File: config.mk
export PLATFORM = sky130hd
export DESIGN_NAME = seg_scan_ctrl
export DESIGN_NICKNAME = d
export VERILOG_FILES = /design/src/rtl/seg_disp_pkg.sv /design/src/rtl/seg_slot_timer.sv /design/src/rtl/seg_scan_ctrl.sv
export SDC_FILE = /design/constraint.sdc
export NUM_CORES = 1
export LEC_CHECK = 0
export BUFFER_PORTS_ARGS = -buffer_cell sky130_fd_sc_hd__buf_2
export CORE_AREA = 10 10 85 87
export CTS_CLUSTER_DIAMETER = 100
export CTS_CLUSTER_SIZE = 28
export DETAILED_ROUTE_END_ITERATION = 8
export DIE_AREA = 0 0 95 97
export PLACE_DENSITY = 0.76
export REMOVE_ABC_BUFFERS = 1
export SYNTH_ARGS = -nofsm -noshare
export SYNTH_HDL_FRONTEND = slang
export SYNTH_SLANG_ARGS = --single-unit
File: constraint.sdc
create_clock -name clk -period 2.2 [get_ports clk]
set_input_delay 0.44 -clock clk [delete_from_list [all_inputs] [get_ports clk]]
set_output_delay 0.44 -clock clk [all_outputs]
set_load 0.01 [all_outputs]
File: src/rtl/seg_disp_pkg.sv
// Shared definitions for the seven-segment digit scanner.
//   DIGIT_W      width of one displayed digit (one hex nibble)
//   slot_state_t phase within a digit slot: GUARD (all digits off) or SHOW
//   DIGIT_OFF    level of an inactive common-anode digit enable (active-low)
package seg_disp_pkg;

    localparam int DIGIT_W = 4;

    typedef enum logic {
        GUARD = 1'b0,
        SHOW  = 1'b1
    } slot_state_t;

    localparam logic DIGIT_OFF = '1;

endpackage

File: src/rtl/seg_slot_timer.sv
// Digit slot timer for the scanner.
//   clk, rst_n  clock and asynchronous active-low reset
//   slot_cnt    position inside the current slot, 0 .. REFRESH_DIV-1
//   slot_wrap   high in the last cycle of a slot; the count returns to 0 at the next edge
//   in_guard    high while slot_cnt is inside the leading guard window
module seg_slot_timer #(
    parameter int REFRESH_DIV  = 50000,
    parameter int BLANK_CYCLES = 500
) (
    input  logic                           clk,
    input  logic                           rst_n,
    output logic [$clog2(REFRESH_DIV)-1:0] slot_cnt,
    output logic                           slot_wrap,
    output logic                           in_guard
);

    localparam int               CNT_W     = $clog2(REFRESH_DIV);
    localparam logic [CNT_W-1:0] SLOT_LAST = CNT_W'(REFRESH_DIV - 1);
    localparam logic [CNT_W-1:0] GUARD_LIM = CNT_W'(BLANK_CYCLES);

    logic [CNT_W-1:0] slot_cnt_reg;
    logic [CNT_W-1:0] slot_cnt_next;

    always_comb begin
        slot_wrap     = (slot_cnt_reg == SLOT_LAST);
        slot_cnt_next = slot_wrap ? '0 : slot_cnt_reg + 1'b1;
        in_guard      = (slot_cnt_reg < GUARD_LIM);
    end

    always_ff @(posedge clk or negedge rst_n) begin
        if (!rst_n) begin
            slot_cnt_reg <= '0;
        end else begin
            slot_cnt_reg <= slot_cnt_next;
        end
    end

    assign slot_cnt = slot_cnt_reg;

endmodule

File: src/rtl/seg_scan_ctrl.sv
// Time-multiplexed scanner feeding one shared seven-segment decoder.
//   clk, rst_n   clock and asynchronous active-low reset
//   data_in      NUM_DIGITS nibbles to show, nibble 0 is the rightmost digit
//   data_valid   data_in valid; accepted when data_ready is also high
//   data_ready   pending buffer is free
//   lzb_en       blank leading zero digits (digit 0 always shown)
//   nibble_out   nibble for the decoder, changes only at slot starts
//   digit_sel_n  active-low digit enables, at most one low, all high in guard cycles
//   frame_start  one-cycle pulse in the first cycle of the digit-0 slot
// Every output register is loaded with the value belonging to the cycle that
// begins at the same edge, so the outputs line up exactly with slot_cnt and
// digit_idx even though they are registered.
module seg_scan_ctrl
    import seg_disp_pkg::*;
#(
    parameter int NUM_DIGITS   = 4,
    parameter int REFRESH_DIV  = 50000,
    parameter int BLANK_CYCLES = 500
) (
    input  logic                          clk,
    input  logic                          rst_n,
    input  logic [DIGIT_W*NUM_DIGITS-1:0] data_in,
    input  logic                          data_valid,
    output logic                          data_ready,
    input  logic                          lzb_en,
    output logic [DIGIT_W-1:0]            nibble_out,
    output logic [NUM_DIGITS-1:0]         digit_sel_n,
    output logic                          frame_start
);

    localparam int               DATA_W     = DIGIT_W * NUM_DIGITS;
    localparam int               CNT_W      = $clog2(REFRESH_DIV);
    localparam int               IDX_W      = (NUM_DIGITS > 1) ? $clog2(NUM_DIGITS) : 1;
    localparam logic [IDX_W-1:0] IDX_LAST   = IDX_W'(NUM_DIGITS - 1);
    localparam logic [CNT_W-1:0] GUARD_LAST = CNT_W'(BLANK_CYCLES - 1);

    logic [CNT_W-1:0] slot_cnt;
    logic             slot_wrap;
    logic             in_guard;

    seg_slot_timer #(
        .REFRESH_DIV  (REFRESH_DIV),
        .BLANK_CYCLES (BLANK_CYCLES)
    ) u_slot_timer (
        .clk       (clk),
        .rst_n     (rst_n),
        .slot_cnt  (slot_cnt),
        .slot_wrap (slot_wrap),
        .in_guard  (in_guard)
    );

    logic [DATA_W-1:0]     display_reg, display_next;
    logic [DATA_W-1:0]     pending_reg;
    logic                  pending_full_reg, pending_full_next;
    logic [IDX_W-1:0]      digit_idx_reg, digit_idx_next;
    logic                  blank_reg, blank_next;
    logic                  data_ready_reg;
    logic [DIGIT_W-1:0]    nibble_out_reg;
    logic [NUM_DIGITS-1:0] digit_sel_n_reg, digit_sel_n_next;
    logic                  frame_start_reg;

    logic                  frame_wrap;
    logic                  commit;
    logic                  transfer;
    slot_state_t           slot_state_next;

    logic [DIGIT_W-1:0]    disp_nib_next [NUM_DIGITS];
    logic [NUM_DIGITS:1]   zero_from;     // nibbles i..NUM_DIGITS-1 of the next display are all zero
    logic [NUM_DIGITS-1:0] digit_blank;   // digit would be blanked with lzb_en set
    logic [NUM_DIGITS-1:0] sel_n_next;    // active-low one-hot of the next digit index

    assign zero_from[NUM_DIGITS] = 1'b1;

    generate
        for (genvar gi = 0; gi < NUM_DIGITS; gi++) begin : g_digit
            assign disp_nib_next[gi] = display_next[gi*DIGIT_W +: DIGIT_W];
            assign sel_n_next[gi]    = (digit_idx_next != IDX_W'(gi));
            if (gi == 0) begin : g_lsd
                assign digit_blank[gi] = 1'b0;
            end else begin : g_upper
                assign zero_from[gi]   = (disp_nib_next[gi] == '0) && zero_from[gi+1];
                assign digit_blank[gi] = zero_from[gi];
            end
        end
    endgenerate

    always_comb begin
        frame_wrap = slot_wrap && (digit_idx_reg == IDX_LAST);
        // pending can only be full while data_ready is low, so commit and transfer are exclusive
        commit     = frame_wrap && pending_full_reg;
        transfer   = data_valid && data_ready_reg;

        digit_idx_next = digit_idx_reg;
        if (slot_wrap) begin
            digit_idx_next = (digit_idx_reg == IDX_LAST) ? '0 : digit_idx_reg + 1'b1;
        end

        display_next = commit ? pending_reg : display_reg;

        pending_full_next = pending_full_reg;
        if (commit) begin
            pending_full_next = 1'b0;
        end else if (transfer) begin
            pending_full_next = 1'b1;
        end

        // lzb_en and the display are looked at once per slot, so blanking never changes mid-slot
        blank_next = slot_wrap ? (lzb_en && digit_blank[digit_idx_next]) : blank_reg;

        // The coming cycle is a guard cycle either at a slot start or while still
        // short of the last guard cycle.
        slot_state_next = (slot_wrap || (in_guard && (slot_cnt != GUARD_LAST))) ? GUARD : SHOW;

        digit_sel_n_next = {NUM_DIGITS{DIGIT_OFF}};
        if (slot_state_next == SHOW && !blank_next) begin
            digit_sel_n_next = sel_n_next;
        end
    end

    always_ff @(posedge clk or negedge rst_n) begin
        if (!rst_n) begin
            display_reg      <= '0;
            pending_reg      <= '0;
            pending_full_reg <= 1'b0;
            digit_idx_reg    <= '0;
            blank_reg        <= 1'b0;
            data_ready_reg   <= 1'b0;
            nibble_out_reg   <= '0;
            digit_sel_n_reg  <= {NUM_DIGITS{DIGIT_OFF}};
            frame_start_reg  <= 1'b0;
        end else begin
            display_reg      <= display_next;
            if (transfer) begin
                pending_reg  <= data_in;
            end
            pending_full_reg <= pending_full_next;
            digit_idx_reg    <= digit_idx_next;
            blank_reg        <= blank_next;
            data_ready_reg   <= !pending_full_next;
            nibble_out_reg   <= disp_nib_next[digit_idx_next];
            digit_sel_n_reg  <= digit_sel_n_next;
            frame_start_reg  <= frame_wrap;
        end
    end

    assign data_ready  = data_ready_reg;
    assign nibble_out  = nibble_out_reg;
    assign digit_sel_n = digit_sel_n_reg;
    assign frame_start = frame_start_reg;

endmodule

==> flow_summary_export.csv, run 1 <==
group,metric,value,unit
timing,timing.fmax,476,MHz
worst_setup_path,setup.worst_path.start_class,"flop",
logic_synthesis,syn-cell-area,0.00272,sq mm
clock_tree,cts_resized,0,
timing,clock_skew,0.0107,ns
worst_setup_path,path_max_fanout,11,
worst_setup_path,end_kind,"flop",
grt,grt_usage,11.7,%
timing,post-route-period-util,95.5,%
floorplanning,die_w,95,um
worst_setup_path,arrival,2.31,ns
routing,dr.pass1.iters,3,
layout,finish.instance_area,0.00323,sq mm
routing,antenna_left,0,
worst_setup_path,cp_top_family,"simple AND/OR/NAND/NOR gates",
timing,drv_slew,0,
timing,relSlewSlack,75.1,%
logic_synthesis,seq_area_frac_synth,57.2,%
logic_synthesis,synth_cell_type_count,39,
worst_setup_path,critPathSlowestCell,"dfrtp_1",
logic_synthesis,synth_enable_flop_cells,0,
timing,rsz0062_at_grt,"no",
timing,fin_ws,0.0984,ns
clock_tree,numCtsBuffers,9,
logic_synthesis,synthCells,201,
clock_tree,htreeDepth,3,
worst_setup_path,cp.depth,7,
layout,n_antenna_cell,0,
clock_tree,cts_setup_buffers,0,
min_path,hold_path_class,"primary input to asynchronous set/reset pin",
routing,wire_per_inst,15.2,um
routing,vias,1620,
routing,routed_wl,4890,um
outcome,status,"finished, final reports clean",
place,dpl.hpwl,3450,um
logic_synthesis,netlist_top_cells_area,"dfrtp_1 (53%), mux2_4 (8.3%), mux2_2 (7.0%)",
routing,vias_per_cell,5.03,
logic_synthesis,synth_top_cell_area_share,53.3,%
worst_setup_path,reg2regPathDepth,7,
logic_synthesis,synth-main-ff-cell,"dfrtp_1",
worst_setup_path,cp_common_cell,"mux2i_1",
logic_synthesis,avgSynthCellArea,13.5,sq um
grt,grt_remaining_overflow,0,
worst_setup_path,cp_cell_sequence,"nor4_4 -> and4_4 -> nand3_2 -> buf_4 -> mux2_4 -> mux2i_1 -> mux2i_1",
layout,drive_above_1_share,39.2,%
power,vdd_ir_drop_max,0.407,mV
floorplanning,fp.dieH,97,um
timing,worst_pin_slew,0.370,ns
logic_synthesis,ys_async_sr_fraction,100,%
timing,period_minus_slack,2.10,ns
clock_tree,clkSinkCount,62,
layout,final_cell_mix,"dfrtp_1 (58), buf_2 (29), mux2_2 (17)",
power,p_total,2.62,mW
floorplanning,core,0.00547,sq mm
grt,grt_pass1_wl,8340,um
worst_setup_path,path_buf_inv,1,
timing,hold_viol,0,
floorplanning,die-area,0.00922,sq mm
routing,drt_iter0_markers,72,
grt,grt_antenna_before_repair,0,
worst_setup_path,criticalPathCategory,"flop to flop",
place,place_ws,0.0858,ns
clock_tree,clockBufferDepth,2,
power,p_per_area,811,mW/mm^2
clock_tree,hold_buffers,0,
worst_setup_path,slowest_delay,0.42,ns
logic_synthesis,ys_seq_elements,62,
clock_tree,clk_latency,0.34,ns
timing,setup_viol,0,
clock_tree,cts_tree,"done",
run,cap_violations,0,
clock_tree,clockRootBuffer,"clkbuf_8",
logic_synthesis,yosys_warnings,0,
routing,drcViolationCount,0,
layout,mostFrequentLayoutCell,"dfrtp_1",
logic_synthesis,yosysTopAreaCell,"dfrtp_1",
clock_tree,path_clk_slew,0.06,ns
power,leakage,1.62,nW
place,post_dp_cell_area,0.00300,sq mm
floorplanning,num_rows,27,
grt,grt_max_degree,63,
layout,area_growth,18.6,%
layout,final_nets,267,
layout,utilization,59.0,%
place,numPortBuffers,29,
grt,grt_pass1_vias,1706,
floorplanning,pin_count,30,
floorplanning,start_util,49.7,%
worst_setup_path,cp.required,2.41,ns
place,gp_congestion,0.767,
[worst register-to-register path: cells and delay by family (launching register included)]
kind          cells  cell delay (ns)
simple gates      3             0.73
flops             1             0.42
mux               3             0.63
buf+inv           1             0.21
[metal layers]
metal | part of all wire (%) | GRT usage [%] | vias to the layer above
met5 | 0 | 0 | -
met4 | 2.4 | 6.86 | 0
met3 | 5.3 | 4.09 | 8
met2 | 44 | 15.7 | 27
met1 | 48 | 15.5 | 783
li1 | - | - | 802
[stage by stage]
| stage | hold WS, ns | std cells | TNS, ns |
|---|---|---|---|
| after floorplan | 0.144 | 196 | -0.486 |
| after global placement | 0.435 | 306 | 0 |
| after detailed placement | 0.447 | 306 | 0 |
| after CTS | 0.104 | 322 | 0 |
| after global routing | 0.112 | 322 | 0 |
| final | 0.0920 | 322 | 0 |
[path summary, 6_finish.rpt]
path	startpoint	endpoint	slack, ns
min in group clk	data_in[15]	pending_reg[15]$_DFFE_PN0P_	0.33
worst min register to register	u_slot_timer.slot_cnt[0]$_DFF_PN0_	u_slot_timer.slot_cnt[0]$_DFF_PN0_	0.45
worst max register to register	u_slot_timer.slot_cnt[10]$_DFF_PN0_	nibble_out[1]$_DFF_PN0_	0.1
max in group asynchronous	rst_n	digit_sel_n[3]$_DFF_PN1_	1.78
worst max-delay path	u_slot_timer.slot_cnt[10]$_DFF_PN0_	nibble_out[1]$_DFF_PN0_	0.1
worst min-delay path	rst_n	data_ready$_DFF_PN0_	0.09
[cells in the mapped netlist, types with 4 or more instances]
cell     number
inv_1         4
mux2_4       15
nand2_1      10
and3_1        4
nand3_1       9
xnor2_1       5
dfstp_2       4
xor2_1        8
mux2_2       17
nor2_1       12
nor4_1        4
nor3_1        4
mux2i_1      13
nand4_1       4
dfrtp_1      58
[report_power, final]
| part | switching, mW | leakage (nW) | internal (mW) | total [mW] |
|---|---|---|---|---|
| combinational | 0.0611 | 0.713 | 0.109 | 0.170 |
| clock | 0.420 | 0.116 | 0.696 | 1.12 |
| sequential | 0.0820 | 0.792 | 1.25 | 1.33 |
| total | 0.563 | 1.62 | 2.06 | 2.62 |
[area by class of cell]
class	count	area [sq um]
fillers	442	2240
flip-flops and latches	62	1560
multi-input cells	129	1110
repair buffers	38	225
clock buffers	12	155
well taps	72	90.1
clock inverters	4	70.1
inverters	5	18.8
[logic make-up after synthesis]
| family | share of synthesized area (%) |
|---|---|
| XOR/XNOR | 4.18 |
| adder cells (fa/ha/maj) | 0.919 |
| AND/OR/NAND/NOR | 12.0 |
| flip-flops | 57.2 |
| AO/OA/AOI/OAI | 2.34 |
| buffers and inverters | 1.98 |
| multiplexers | 21.4 |
Note: power is estimated with default switching activity, not from simulation.
==> inputs of run 2 (changes only) <==
--- a/config.mk
+++ b/config.mk
@@ -6,12 +6,12 @@
 export NUM_CORES = 1
 export LEC_CHECK = 0
 export BUFFER_PORTS_ARGS = -buffer_cell sky130_fd_sc_hd__buf_2
-export CORE_AREA = 10 10 85 87
+export CORE_AREA = 10 10 107 109
 export CTS_CLUSTER_DIAMETER = 100
 export CTS_CLUSTER_SIZE = 28
 export DETAILED_ROUTE_END_ITERATION = 8
-export DIE_AREA = 0 0 95 97
-export PLACE_DENSITY = 0.76
+export DIE_AREA = 0 0 117 119
+export PLACE_DENSITY = 0.53
 export REMOVE_ABC_BUFFERS = 1
 export SYNTH_ARGS = -nofsm -noshare
 export SYNTH_HDL_FRONTEND = slang
==> run 2 against run 1 <==
  * Combinational power about the same
  * Wire length increased by 18%
  * Clock power decreased by 26%
  * First-iteration DRC count increased by 8.3%
  * Register-to-register slack about the same
  * Critical endpoint unchanged
  * Highest routed layer unchanged
==> flow_summary_export.csv, run 2 (synthesized netlist as in run 1, its figures left out) <==
group,metric,value,unit
outcome,status,"finished, final reports clean",
worst_setup_path,end_kind,"flop",
worst_setup_path,critPathSlowestCell,"dfrtp_1",
layout,drive_above_1_share,41.3,%
grt,grt_antenna_before_repair,0,
worst_setup_path,r2r_end,"nibble_out[1]$_DFF_PN0_",
routing,vias,1709,
place,dpl.hpwl,4090,um
routing,wl_met2,2630,um
clock_tree,numCtsBuffers,9,
routing,wl_met3,247,um
timing,timing.fmax,479,MHz
timing,setup_viol,0,
layout,multi_input_area,0.00112,sq mm
clock_tree,path_clk_slew,0.07,ns
worst_setup_path,reg2regPathDepth,7,
timing,relSlewSlack,58.3,%
timing,rsz0062_at_grt,"no",
place,post_dp_cell_area,0.00309,sq mm
layout,area_growth,20.4,%
layout,fillers,962,
power,leakage,1.63,nW
worst_setup_path,slowest_delay,0.44,ns
floorplanning,core,0.00946,sq mm
layout,mostFrequentLayoutCell,"dfrtp_1",
timing,setup-tns-final,0,ns
floorplanning,pin_count,30,
clock_tree,htreeDepth,3,
floorplanning,num_rows,36,
worst_setup_path,crit_start,"u_slot_timer.slot_cnt[13]$_DFF_PN0_",
clock_tree,cts_tree,"done",
timing,drv_slew,0,
worst_setup_path,cp_top_family,"simple AND/OR/NAND/NOR gates",
clock_tree,clockBufferDepth,2,
floorplanning,die-area,0.0139,sq mm
grt,grt_max_degree,29,
min_path,hold_path_class,"primary input to asynchronous set/reset pin",
power,vdd_ir_drop_max,0.352,mV
worst_setup_path,ff2ff_setup_slack,0.11,ns
worst_setup_path,criticalPathCategory,"flop to flop",
worst_setup_path,arrival,2.31,ns
place,gp_congestion,0.838,
worst_setup_path,path_max_fanout,11,
timing,fin_hold_ws,0.107,ns
routing,routed_wl,5760,um
layout,finish.instance_area,0.00328,sq mm
timing,worst_pin_slew,0.626,ns
layout,final_nets,277,
place,numPortBuffers,29,
power,p_per_area,714,mW/mm^2
routing,drt-met1-wl,2800,um
layout,n_antenna_cell,0,
floorplanning,die_w,117,um
routing,highest_layer,"met4",
routing,drcViolationCount,0,
routing,wire_per_inst,15.4,um
timing,period_minus_slack,2.09,ns
routing,dr.pass1.iters,4,
layout,register_area,0.00156,sq mm
timing,post-route-period-util,94.9,%
clock_tree,clk_latency,0.34,ns
routing,vias_per_cell,4.58,
timing,clock_skew,0.00902,ns
clock_tree,clkSinkCount,62,
grt,grt_pass1_vias,1861,
clock_tree,clockRootBuffer,"clkbuf_8",
layout,final_cell_mix,"dfrtp_1 (58), buf_2 (29), buf_4 (19)",
worst_setup_path,r2r-start,"u_slot_timer.slot_cnt[13]$_DFF_PN0_",
grt,grt_remaining_overflow,0,
worst_setup_path,cp.required,2.42,ns
floorplanning,fp.dieH,119,um
floorplanning,start_util,28.8,%
timing,hold_viol,0,
worst_setup_path,setup.worst_path.end,"nibble_out[1]$_DFF_PN0_",
grt,grt_pass1_wl,9660,um
worst_setup_path,cp_cell_sequence,"nor4_4 -> and4_4 -> nand3_2 -> buf_4 -> mux2_4 -> mux2i_2 -> mux2i_1",
worst_setup_path,setup.worst_path.start_class,"flop",
routing,drt_iter0_markers,78,
worst_setup_path,path_buf_inv,1,
run,cap_violations,0,
routing,antenna_left,0,
grt,grt_usage,8.72,%
worst_setup_path,cp.depth,7,
run 2: changes by cell type in the layout (fill, tap and decap cells not counted):
cell        change
buf_12          -1
and3_1          +1
clkinvlp_4      +1
and3_2          -1
mux2i_2         +1
bufinv_16       -2
mux2i_1         -1
clkinv_2        +2
clkbuf_8        -2
buf_4          +11
run 2: area by class of cell:
class / instances / area share, %
sequential: 62 / 47.5
multi-input combinational: 129 / 34.1
timing repair buffer: 48 / 8.78
tap: 114 / 4.35
clock buffer: 10 / 3.89
clock inverter: 5 / 0.840
inverter: 5 / 0.573
run 2: worst min path at each step:
stage / end / slack [ns] / depth (start not counted)
floorplan: blank_reg$_DFF_PN0_ / 0.14 / 0
global placement: u_slot_timer.slot_cnt[0]$_DFF_PN0_ / 0.45 / 1
detailed placement: u_slot_timer.slot_cnt[0]$_DFF_PN0_ / 0.45 / 1
CTS: pending_reg[5]$_DFFE_PN0P_ / 0.12 / 1
global route: pending_reg[0]$_DFFE_PN0P_ / 0.14 / 1
finish: pending_reg[5]$_DFFE_PN0P_ / 0.11 / 1
run 2: routing by layer:
metal	track usage (%)	up-vias
li1	-	825
met1	11.5	850
met2	12.6	27
met3	2.96	7
met4	3.86	0
met5	0	-
run 2: repair_timing:
item	CTS	global route
setup endpoints to repair	1	2
pin swaps	0	1
gates resized for setup	0	1
hold buffers	0	0
buffers inserted	2	2
run 2: where the power goes:
| group | internal [mW] | switching [mW] | leakage [nW] | total [mW] |
|---|---|---|---|---|
| logic | 0.107 | 0.0617 | 0.757 | 0.169 |
| clock network | 0.394 | 0.437 | 0.0817 | 0.830 |
| registers | 1.25 | 0.0873 | 0.792 | 1.34 |
| total | 1.75 | 0.586 | 1.63 | 2.34 |
run 2: through the flow:
stage	power, mW	util [%]	instances	worst slack (ns)
2_1_floorplan	1.44	-	196	-0.109
3_3_place_gp	1.53	32.6	354	-0.0174
3_5_place_dp	1.53	32.6	354	-0.0189
4_1_cts	2.37	34.4	371	0.0331
5_1_grt	2.45	34.6	373	0.00282
6_report	2.34	34.6	373	0.113
